**config.mk**
```make
export PLATFORM = sky130hd
export DESIGN_NAME = uart_tx_flat
export DESIGN_NICKNAME = d
export VERILOG_FILES = /design/src/rtl/uart_tx_pkg.sv /design/src/rtl/uart_tx_if.sv /design/src/rtl/uart_tx_baud_gen.sv /design/src/rtl/uart_tx.sv /design/src/flat_wrapper.sv
export SDC_FILE = /design/constraint.sdc
export NUM_CORES = 1
export LEC_CHECK = 0
export BUFFER_PORTS_ARGS = -buffer_cell sky130_fd_sc_hd__buf_2
export CORE_MARGIN = 4
export CORE_UTILIZATION = 46
export CTS_CLUSTER_SIZE = 16
export DETAILED_ROUTE_END_ITERATION = 7
export MAX_ROUTING_LAYER = met4
export PLACE_DENSITY = 0.73
export SETUP_SLACK_MARGIN = 0.3
export SYNTH_ARGS = -nofsm -noshare
export SYNTH_HDL_FRONTEND = slang
export SYNTH_SLANG_ARGS = --single-unit
```
**constraint.sdc**
```tcl
create_clock -name clk_i -period 3.1 [get_ports clk_i]
set_input_delay 0.775 -clock clk_i [delete_from_list [all_inputs] [get_ports clk_i]]
set_output_delay 0.775 -clock clk_i [all_outputs]
set_load 0.05 [all_outputs]
```
**src/rtl/uart_tx_pkg.sv**
```systemverilog
// Shared UART definitions: line-state encodings and the default bit period.
// Latency: n/a (types and constants only).
// Backpressure: n/a.
package uart_tx_pkg;

   // 50 MHz core clock at 115200 baud
   localparam int UART_DEFAULT_CLKS_PER_BIT = 434;

   typedef enum logic [2:0] {
      UART_IDLE   = 3'd0,
      UART_START  = 3'd1,
      UART_DATA   = 3'd2,
      UART_PARITY = 3'd3,
      UART_STOP   = 3'd4
   } uart_state_t;

endpackage

```
**src/rtl/uart_tx_if.sv**
```systemverilog
// Byte handshake into the UART transmitter (valid/ready).
// Latency: n/a (bundle of wires).
// Backpressure: tx_ready low means the byte is not taken; there is no queue.
// Signals: tx_data (DATA_BITS), tx_valid (master->slave), tx_ready (slave->master).
interface uart_tx_if #(
   parameter int DATA_BITS = 8
);
   logic [DATA_BITS-1:0] tx_data;
   logic                 tx_valid;
   logic                 tx_ready;

   modport master (output tx_data, output tx_valid, input tx_ready);
   modport slave  (input tx_data, input tx_valid, output tx_ready);
endinterface

```
**src/rtl/uart_tx_baud_gen.sv**
```systemverilog
// Bit-period counter: counts 0..CLKS_PER_BIT-1 while enabled, ticks bit_end_o on the last count.
// Latency: bit_end_o is combinational from the count; clear takes effect on the next edge.
// Backpressure: none; clear wins over enable.
// Ports: clk_i, rst_n_i, clr_i (restart period), en_i (count), bit_end_o (last cycle of a bit).
module uart_tx_baud_gen #(
   parameter int CLKS_PER_BIT = 434
) (
   input  logic clk_i,
   input  logic rst_n_i,
   input  logic clr_i,
   input  logic en_i,
   output logic bit_end_o
);

   localparam int CW = (CLKS_PER_BIT > 2) ? $clog2(CLKS_PER_BIT) : 1;

   logic [CW-1:0] cnt;

   assign bit_end_o = en_i && (cnt == CW'(CLKS_PER_BIT - 1));

   always_ff @(posedge clk_i or negedge rst_n_i) begin
      if (!rst_n_i) begin
         cnt <= '0;
      end else if (clr_i) begin
         cnt <= '0;
      end else if (en_i) begin
         cnt <= bit_end_o ? '0 : cnt + 1'b1;
      end
   end

endmodule

```
**src/rtl/uart_tx.sv**
```systemverilog
// UART transmitter: start bit, DATA_BITS data LSB first, optional parity, 1 or 2 stop bits on tx_o.
// Latency: tx_o goes low the cycle after accept; tx_done_o pulses when the last stop bit ends.
// Backpressure: tx_ready low for the whole frame; bytes offered meanwhile are ignored, not queued.
// Ports: clk_i, rst_n_i (async, active low), tx_if (slave: data/valid/ready), tx_o (registered line),
//        tx_busy_o (frame in progress), tx_done_o (one-cycle end-of-frame pulse).
module uart_tx
   import uart_tx_pkg::*;
#(
   parameter int CLKS_PER_BIT = UART_DEFAULT_CLKS_PER_BIT,
   parameter int DATA_BITS    = 8,
   parameter int PARITY_EN    = 0,
   parameter int PARITY_ODD   = 0,
   parameter int STOP_BITS    = 1
) (
   input  logic     clk_i,
   input  logic     rst_n_i,
   uart_tx_if.slave tx_if,
   output logic     tx_o,
   output logic     tx_busy_o,
   output logic     tx_done_o
);

   if (CLKS_PER_BIT < 2) begin : g_chk_cpb
      $error("uart_tx: CLKS_PER_BIT must be >= 2");
   end
   if (DATA_BITS < 5 || DATA_BITS > 8) begin : g_chk_db
      $error("uart_tx: DATA_BITS must be 5..8");
   end
   if (STOP_BITS < 1 || STOP_BITS > 2) begin : g_chk_sb
      $error("uart_tx: STOP_BITS must be 1 or 2");
   end

   localparam int BW = $clog2(DATA_BITS);

   uart_state_t          state;
   logic [DATA_BITS-1:0] shreg;
   logic [BW-1:0]        bit_cnt;
   logic                 parity_q;
   logic                 stop_cnt;
   logic                 ready_q;
   logic                 accept;
   logic                 bit_end;

   assign tx_if.tx_ready = ready_q;
   assign accept         = tx_if.tx_valid & ready_q;

   // Cleared on accept so the start bit gets a full period.
   uart_tx_baud_gen #(
      .CLKS_PER_BIT (CLKS_PER_BIT)
   ) u_baud (
      .clk_i     (clk_i),
      .rst_n_i   (rst_n_i),
      .clr_i     (accept),
      .en_i      (state != UART_IDLE),
      .bit_end_o (bit_end)
   );

   always_ff @(posedge clk_i or negedge rst_n_i) begin
      if (!rst_n_i) begin
         state     <= UART_IDLE;
         shreg     <= '0;
         bit_cnt   <= '0;
         parity_q  <= 1'b0;
         stop_cnt  <= 1'b0;
         ready_q   <= 1'b1;
         tx_o      <= 1'b1;
         tx_busy_o <= 1'b0;
         tx_done_o <= 1'b0;
      end else begin
         tx_done_o <= 1'b0;
         case (state)
            UART_IDLE: begin
               if (accept) begin
                  shreg     <= tx_if.tx_data;
                  parity_q  <= (^tx_if.tx_data) ^ PARITY_ODD[0];
                  bit_cnt   <= '0;
                  stop_cnt  <= 1'b0;
                  ready_q   <= 1'b0;
                  tx_busy_o <= 1'b1;
                  tx_o      <= 1'b0;
                  state     <= UART_START;
               end
            end
            UART_START: begin
               if (bit_end) begin
                  tx_o  <= shreg[0];
                  state <= UART_DATA;
               end
            end
            UART_DATA: begin
               if (bit_end) begin
                  if (bit_cnt == BW'(DATA_BITS - 1)) begin
                     if (PARITY_EN != 0) begin
                        tx_o  <= parity_q;
                        state <= UART_PARITY;
                     end else begin
                        tx_o  <= 1'b1;
                        state <= UART_STOP;
                     end
                  end else begin
                     // Next bit is shreg[1]; drive it now so tx_o stays a pure flop output.
                     shreg   <= shreg >> 1;
                     tx_o    <= shreg[1];
                     bit_cnt <= bit_cnt + 1'b1;
                  end
               end
            end
            UART_PARITY: begin
               if (bit_end) begin
                  tx_o  <= 1'b1;
                  state <= UART_STOP;
               end
            end
            UART_STOP: begin
               if (bit_end) begin
                  if (stop_cnt == 1'(STOP_BITS - 1)) begin
                     ready_q   <= 1'b1;
                     tx_busy_o <= 1'b0;
                     tx_done_o <= 1'b1;
                     state     <= UART_IDLE;
                  end else begin
                     stop_cnt <= 1'b1;
                  end
               end
            end
            default: begin
               tx_o      <= 1'b1;
               ready_q   <= 1'b1;
               tx_busy_o <= 1'b0;
               state     <= UART_IDLE;
            end
         endcase
      end
   end

endmodule
```
**src/flat_wrapper.sv**
```systemverilog
// flat-port wrapper written by rule: the top's interface ports become plain ports
module uart_tx_flat import uart_tx_pkg::*;
#(
   parameter int CLKS_PER_BIT = UART_DEFAULT_CLKS_PER_BIT,
   parameter int DATA_BITS    = 8,
   parameter int PARITY_EN    = 0,
   parameter int PARITY_ODD   = 0,
   parameter int STOP_BITS    = 1
)
  (clk_i, rst_n_i, tx_o, tx_busy_o, tx_done_o, tx_if_tx_data, tx_if_tx_valid, tx_if_tx_ready);
  uart_tx_if #(.DATA_BITS(DATA_BITS)) tx_if_i ();
  input  logic clk_i;
  input  logic rst_n_i;
  output logic tx_o;
  output logic tx_busy_o;
  output logic tx_done_o;
  input wire logic [$bits(tx_if_i.tx_data)-1:0] tx_if_tx_data;
  input wire logic [$bits(tx_if_i.tx_valid)-1:0] tx_if_tx_valid;
  output wire logic [$bits(tx_if_i.tx_ready)-1:0] tx_if_tx_ready;
  assign tx_if_i.tx_data = tx_if_tx_data;
  assign tx_if_i.tx_valid = tx_if_tx_valid;
  assign tx_if_tx_ready = tx_if_i.tx_ready;
  uart_tx #(.CLKS_PER_BIT(CLKS_PER_BIT), .DATA_BITS(DATA_BITS), .PARITY_EN(PARITY_EN), .PARITY_ODD(PARITY_ODD), .STOP_BITS(STOP_BITS)) u_core (.clk_i(clk_i), .rst_n_i(rst_n_i), .tx_if(tx_if_i), .tx_o(tx_o), .tx_busy_o(tx_busy_o), .tx_done_o(tx_done_o));
endmodule
```
=== Word-level counts from Yosys, hierarchy flattened ===
Cells that the tools add are included.

* Add/subtract/negate cells: 2
* Multipliers: 0
* Div/mod/pow operators: 0
* $lt $le $gt $ge: 0
* Eq/ne operators: 14
* Shift operators: 0
* Muxes and demuxes: 38
* Bitwise gates (word level): 3
* Reduce and logical (&&, ||, !) cells: 12

{| class="wikitable"
|+ Operators with widths
! kind !! count
|-
| 3-bit 2-to-1 mux || 10
|-
| 9-bit 2-to-1 mux || 3
|-
| 8-bit 2-to-1 mux || 3
|-
| 8-bit one-hot mux with 2 select lines || 1
|-
| 1-bit 2-to-1 mux || 15
|-
| 3-bit one-hot mux with 5 select lines || 1
|-
| 2-bit inequality test (second input constant) || 6
|-
| 9-bit by 1-bit adder with 9-bit output (second input constant) || 1
|-
| 9-bit equality test (second input constant) || 1
|-
| 4-bit AND reduction || 2
|-
| 7-bit AND reduction || 1
|-
| 3-bit by 2-bit equality test with 1-bit output (second input constant) || 2
|-
| 3-bit equality test (second input constant) || 2
|-
| 1-bit one-hot mux with 3 select lines || 2
|-
| 3-bit one-hot mux with 2 select lines || 1
|-
| 2-bit nonzero test || 3
|-
| 1-bit one-hot mux with 5 select lines || 1
|-
| 5-bit AND reduction || 1
|-
| 2-bit by 1-bit inequality test with 1-bit output (second input constant) || 2
|-
| 3-bit by 1-bit adder with 3-bit output (second input constant) || 1
|-
| 3-bit by 1-bit equality test with 1-bit output (second input constant) || 1
|-
| 3-bit zero test || 1
|-
| 3-bit AND reduction || 1
|-
| 3-bit nonzero test || 1
|-
| 5 further kinds || 6
|}

* Bits in registers: 28
* Latch bits: 0
* Bits in writable memories: 0
* ROM bits: 0
* Bits of input ports: 11
* Word-level logic and storage cells: 78
* Memories kept: 0

=== Longest topological paths before layout ===
* Depth in word-level cells: 5
* Mapped depth: 8

=== Modules after synthesis ===
Synthesis repeated with hierarchy kept, for this count alone.

* Cells, all modules: 136
* Area, all modules: 1507.7 um^2

{| class="wikitable"
|+ By module, submodules not included
! module !! times used !! cells an instance !! area each (um^2) !! sequential area each (um^2)
|-
| uart_tx || 1 || 84 || 989.7 || 452.9
|-
| uart_tx_baud_gen || 1 || 52 || 518.0 || 225.2
|}

=== Least setup slack after synthesis ===
No wires, ideal clock.

* Path kind: register to register
* Start: reg u_core.u_baud.cnt[0]
* End: reg u_core.shreg[0]
* Library setup time: 0.125 ns
* Data arrival time: 1.695 ns
* Required time: 2.975 ns
* Setup slack: 1.280 ns
* Cell stages (with the launch flop): 8
* Buffers on the path: 2
* Path through: dfrtp_1 -> ha_1 -> and4b_4 -> and2_4 -> buf_6 -> a41o_1 -> buf_6 -> mux2_4

* Longest elaborated chain between the ends: 4

{| class="wikitable"
|+ RTL lines
! element !! RTL line !! text
|-
| start, declared || uart_tx_baud_gen.sv:17 || <nowiki>logic [CW-1:0] cnt;</nowiki>
|-
| start signal, assigned || uart_tx_baud_gen.sv:27 || <nowiki>cnt <= bit_end_o ? '0 : cnt + 1'b1;</nowiki>
|-
| 9-bit equality test || uart_tx_baud_gen.sv:19 || <nowiki>assign bit_end_o = en_i && (cnt == CW'(CLKS_PER_BIT - 1));</nowiki>
|-
| 1-bit logical AND || uart_tx_baud_gen.sv:19 ||
|-
| 2-bit inequality test (no source line) || -- ||
|-
| 4-bit AND reduction (no source line) || -- ||
|-
| end signal, assigned || uart_tx.sv:74 || <nowiki>shreg <= tx_if.tx_data;</nowiki>
|-
| end signal, assigned || uart_tx.sv:102 || <nowiki>shreg <= shreg >> 1;</nowiki>
|-
| end, declared || uart_tx.sv:36 || <nowiki>logic [DATA_BITS-1:0] shreg;</nowiki>
|}

No other way between the ends.
A chain may end at the register's enable or synchronous reset.

=== Final worst setup path ===
* Start: reg u_core.u_baud.cnt[1]
* End: reg u_core.shreg[5]

Same word-level chain as after synthesis.

==> out/qor.csv <==
metric,value,unit
outcome,finished clean,
initial_utilization,48.7,%
top_usage_layer,met2,
grt_util_met3,3.47,%
fin_nets,170,
drt-wirelength-per-cell,14.4,um
h-tree-depth,1,
clk_latency,0.34,ns
path_clk_slew,0.14,ns
globalRouteTotalUtil,15.5,%
synth-edff-count,0,
synth_area,1500,sq um
num_antenna_cells,0,
boundaryPins,15,
worst_ep_arrival_time,2.27,ns
rows,20,
crit_type,register to register,
cp-start-kind,register,
period_needed,2.03,ns
core_area,3080,sq um
globalplace.congestion,0.882,
post_cts_buffers,0,
utilization,52.1,%
final_area,1600,sq um
syn_inst,144,
rsz0062_at_grt,no,
hold_class,input port to asynchronous set/reset pin,
via_per_inst,5.89,
max_slew_margin,60.8,%
drt_first_pass_iters,4,
multi_input_area,756,sq um
synth_top_family_by_area,simple AND/OR/NAND/NOR gates,
synth_cell_types,44,
synth-seq-cells,27,
via_count,1167,
fin_total_pwr,0.526,mW
ys_async_sr_fraction,100,%
drc,0,
synth_fa_ha_area_share,3.34,%
synth_compound_area_share,15.4,%
post_cts_resized,0,
synth_warnings,0,
layout-drive-gt1-share,24.7,%
die_h,65.1,um
avgSynthCellArea,10.4,sq um
io_buffers,14,
overflow,0,
yosys.area.top_type,dfrtp_1,
startpoint,u_core.u_baud.cnt[1],
grtUsageMet1,20.0,%
grt_util_met2,23.6,%
yosys-top-cells-area,"dfrtp_1, mux2_4, mux2_2, dfstp_2, ha_1",
ir_worst_vdd,0.000118,V
design.die.area,4240,sq um
cts_buffers,3,
end_kind,register,
r2r-start,u_core.u_baud.cnt[1],
cp.required,3.34,ns
finClkSkew,0.00672,ns
area_growth_syn_to_layout,7.01,%
grt_pass1_wl,4.99,mm
worstReg2RegEnd,u_core.shreg[5],
ff_latch_area,678,sq um
fin_crit_sh,65.5,%
tns,0,ns
final_hold_viol_count,0,
grt_pass1_vias,1144,
synth-xor-area-share,0,%
wirelength,2.86,mm
syn_nets,159,
final_cell_mix,"dfrtp_1, buf_2, nand2_1",
slew_viol_final,0,
cts.sinks,27,
yosysTopAreaCellShare,41.7,%
p_leak,0.735,nW
placed_cell_area,1580,sq um
reg2reg_depth,6,
ant_nets,0,
cts-root-buf,clkbuf_4,
setup_viol,0,
regToRegSetupSlack,1.07,ns
worstSetupEndpoint,u_core.shreg[5],
antenna_found_initial,0,
mostFrequentLayoutCell,dfrtp_1,
maxCapViolations,0,
cts_tree,done,
path_max_fanout,10,
holdBufCountCts,0,
tightest_slew,0.588,ns
cts_max_path_buffers,2,
dr.first_iter.drc_count,100,
synth.mux.area_fraction,12.9,%
fillers,290,
ys.flop_type,dfrtp_1,
place_hpwl,2.00,mm
seq_area_frac_synth,45.2,%
power_density,328,nW/um^2
grt_max_degree,28,
fmax,492,MHz
die_x,65.1,um
synth-simple-area-share,18.8,%
## metrics by stage
stage,setup slack (ns),hold slack [ns],instances
6_report,1.07,0.411,198
5_1_grt,0.994,0.464,198
4_1_cts,1.06,0.434,198
3_5_place_dp,0.861,0.495,194
3_3_place_gp,0.902,0.495,194
2_1_floorplan,1.28,0.478,144
## worst min-delay path by stage
| stage | start | to | cells past startpoint |
|---|---|---|---|
| 6_report | rst_n_i | u_core.tx_done_o | 1 |
| 3_3_place_gp | u_core.shreg[2] | u_core.shreg[2] | 1 |
| 5_1_grt | rst_n_i | u_core.state[0] | 1 |
| 4_1_cts | rst_n_i | u_core.u_baud.cnt[7] | 1 |
| 2_1_floorplan | rst_n_i | u_core.bit_cnt[0] | 0 |
| 3_5_place_dp | u_core.shreg[2] | u_core.shreg[2] | 1 |
## routing by layer
layer	share of wire, %	up-vias
met5	0	-
met4	1.9	0
met3	6.4	8
met2	45	38
met1	46	567
li1	-	554
## critical path, cell delays in order, from the launching register on
cell	delay, ns
dfrtp_1	0.43
inv_1	0.06
ha_1	0.14
and4b_4	0.26
and2_4	0.18
a41o_1	0.51
mux2_4	0.35
## cell families (layout without fill, tap and decap cells)
logic type	after synthesis	after routing
AND/OR/NAND/NOR	52	52
multiplexers	15	15
flip-flops	27	27
adder cells (fa/ha/maj)	4	4
buffers and inverters	13	23
AO/OA/AOI/OAI	33	33
## sequential cells by signal, indices dropped and copies added, names as in the netlist
register               count
u_core.bit_cnt             3
u_core.shreg               8
u_core.state               3
u_core.tx_busy_o           1
u_core.tx_done_o           1
u_core.tx_if.tx_ready      1
u_core.tx_o                1
u_core.u_baud.cnt          9
## cell usage after synthesis (all sizes together) (3+ instances only)
library cell	number
buf	3
nand3	4
nand2	13
and2	3
nor4	4
inv	5
a22oi	3
mux2	14
ha	4
a31oi	4
dfrtp	25
o21ai	7
clkbuf	5
nor2	12
a21oi	5
## area by class of cell
type,count,area share [%]
clock buffers,4,1.64
inverters,5,1.17
multi-input cells,104,47.1
flip-flops and latches,27,42.3
well taps,44,3.43
repair buffers,14,4.37
## power breakdown
part / switching [mW] / internal [mW]
Sequential: 0 / 0.352
Combinational: 0.00983 / 0.00793
Clock: 0.105 / 0.0508
Total: 0.115 / 0.411
Note: power is estimated with default switching activity, not from simulation.
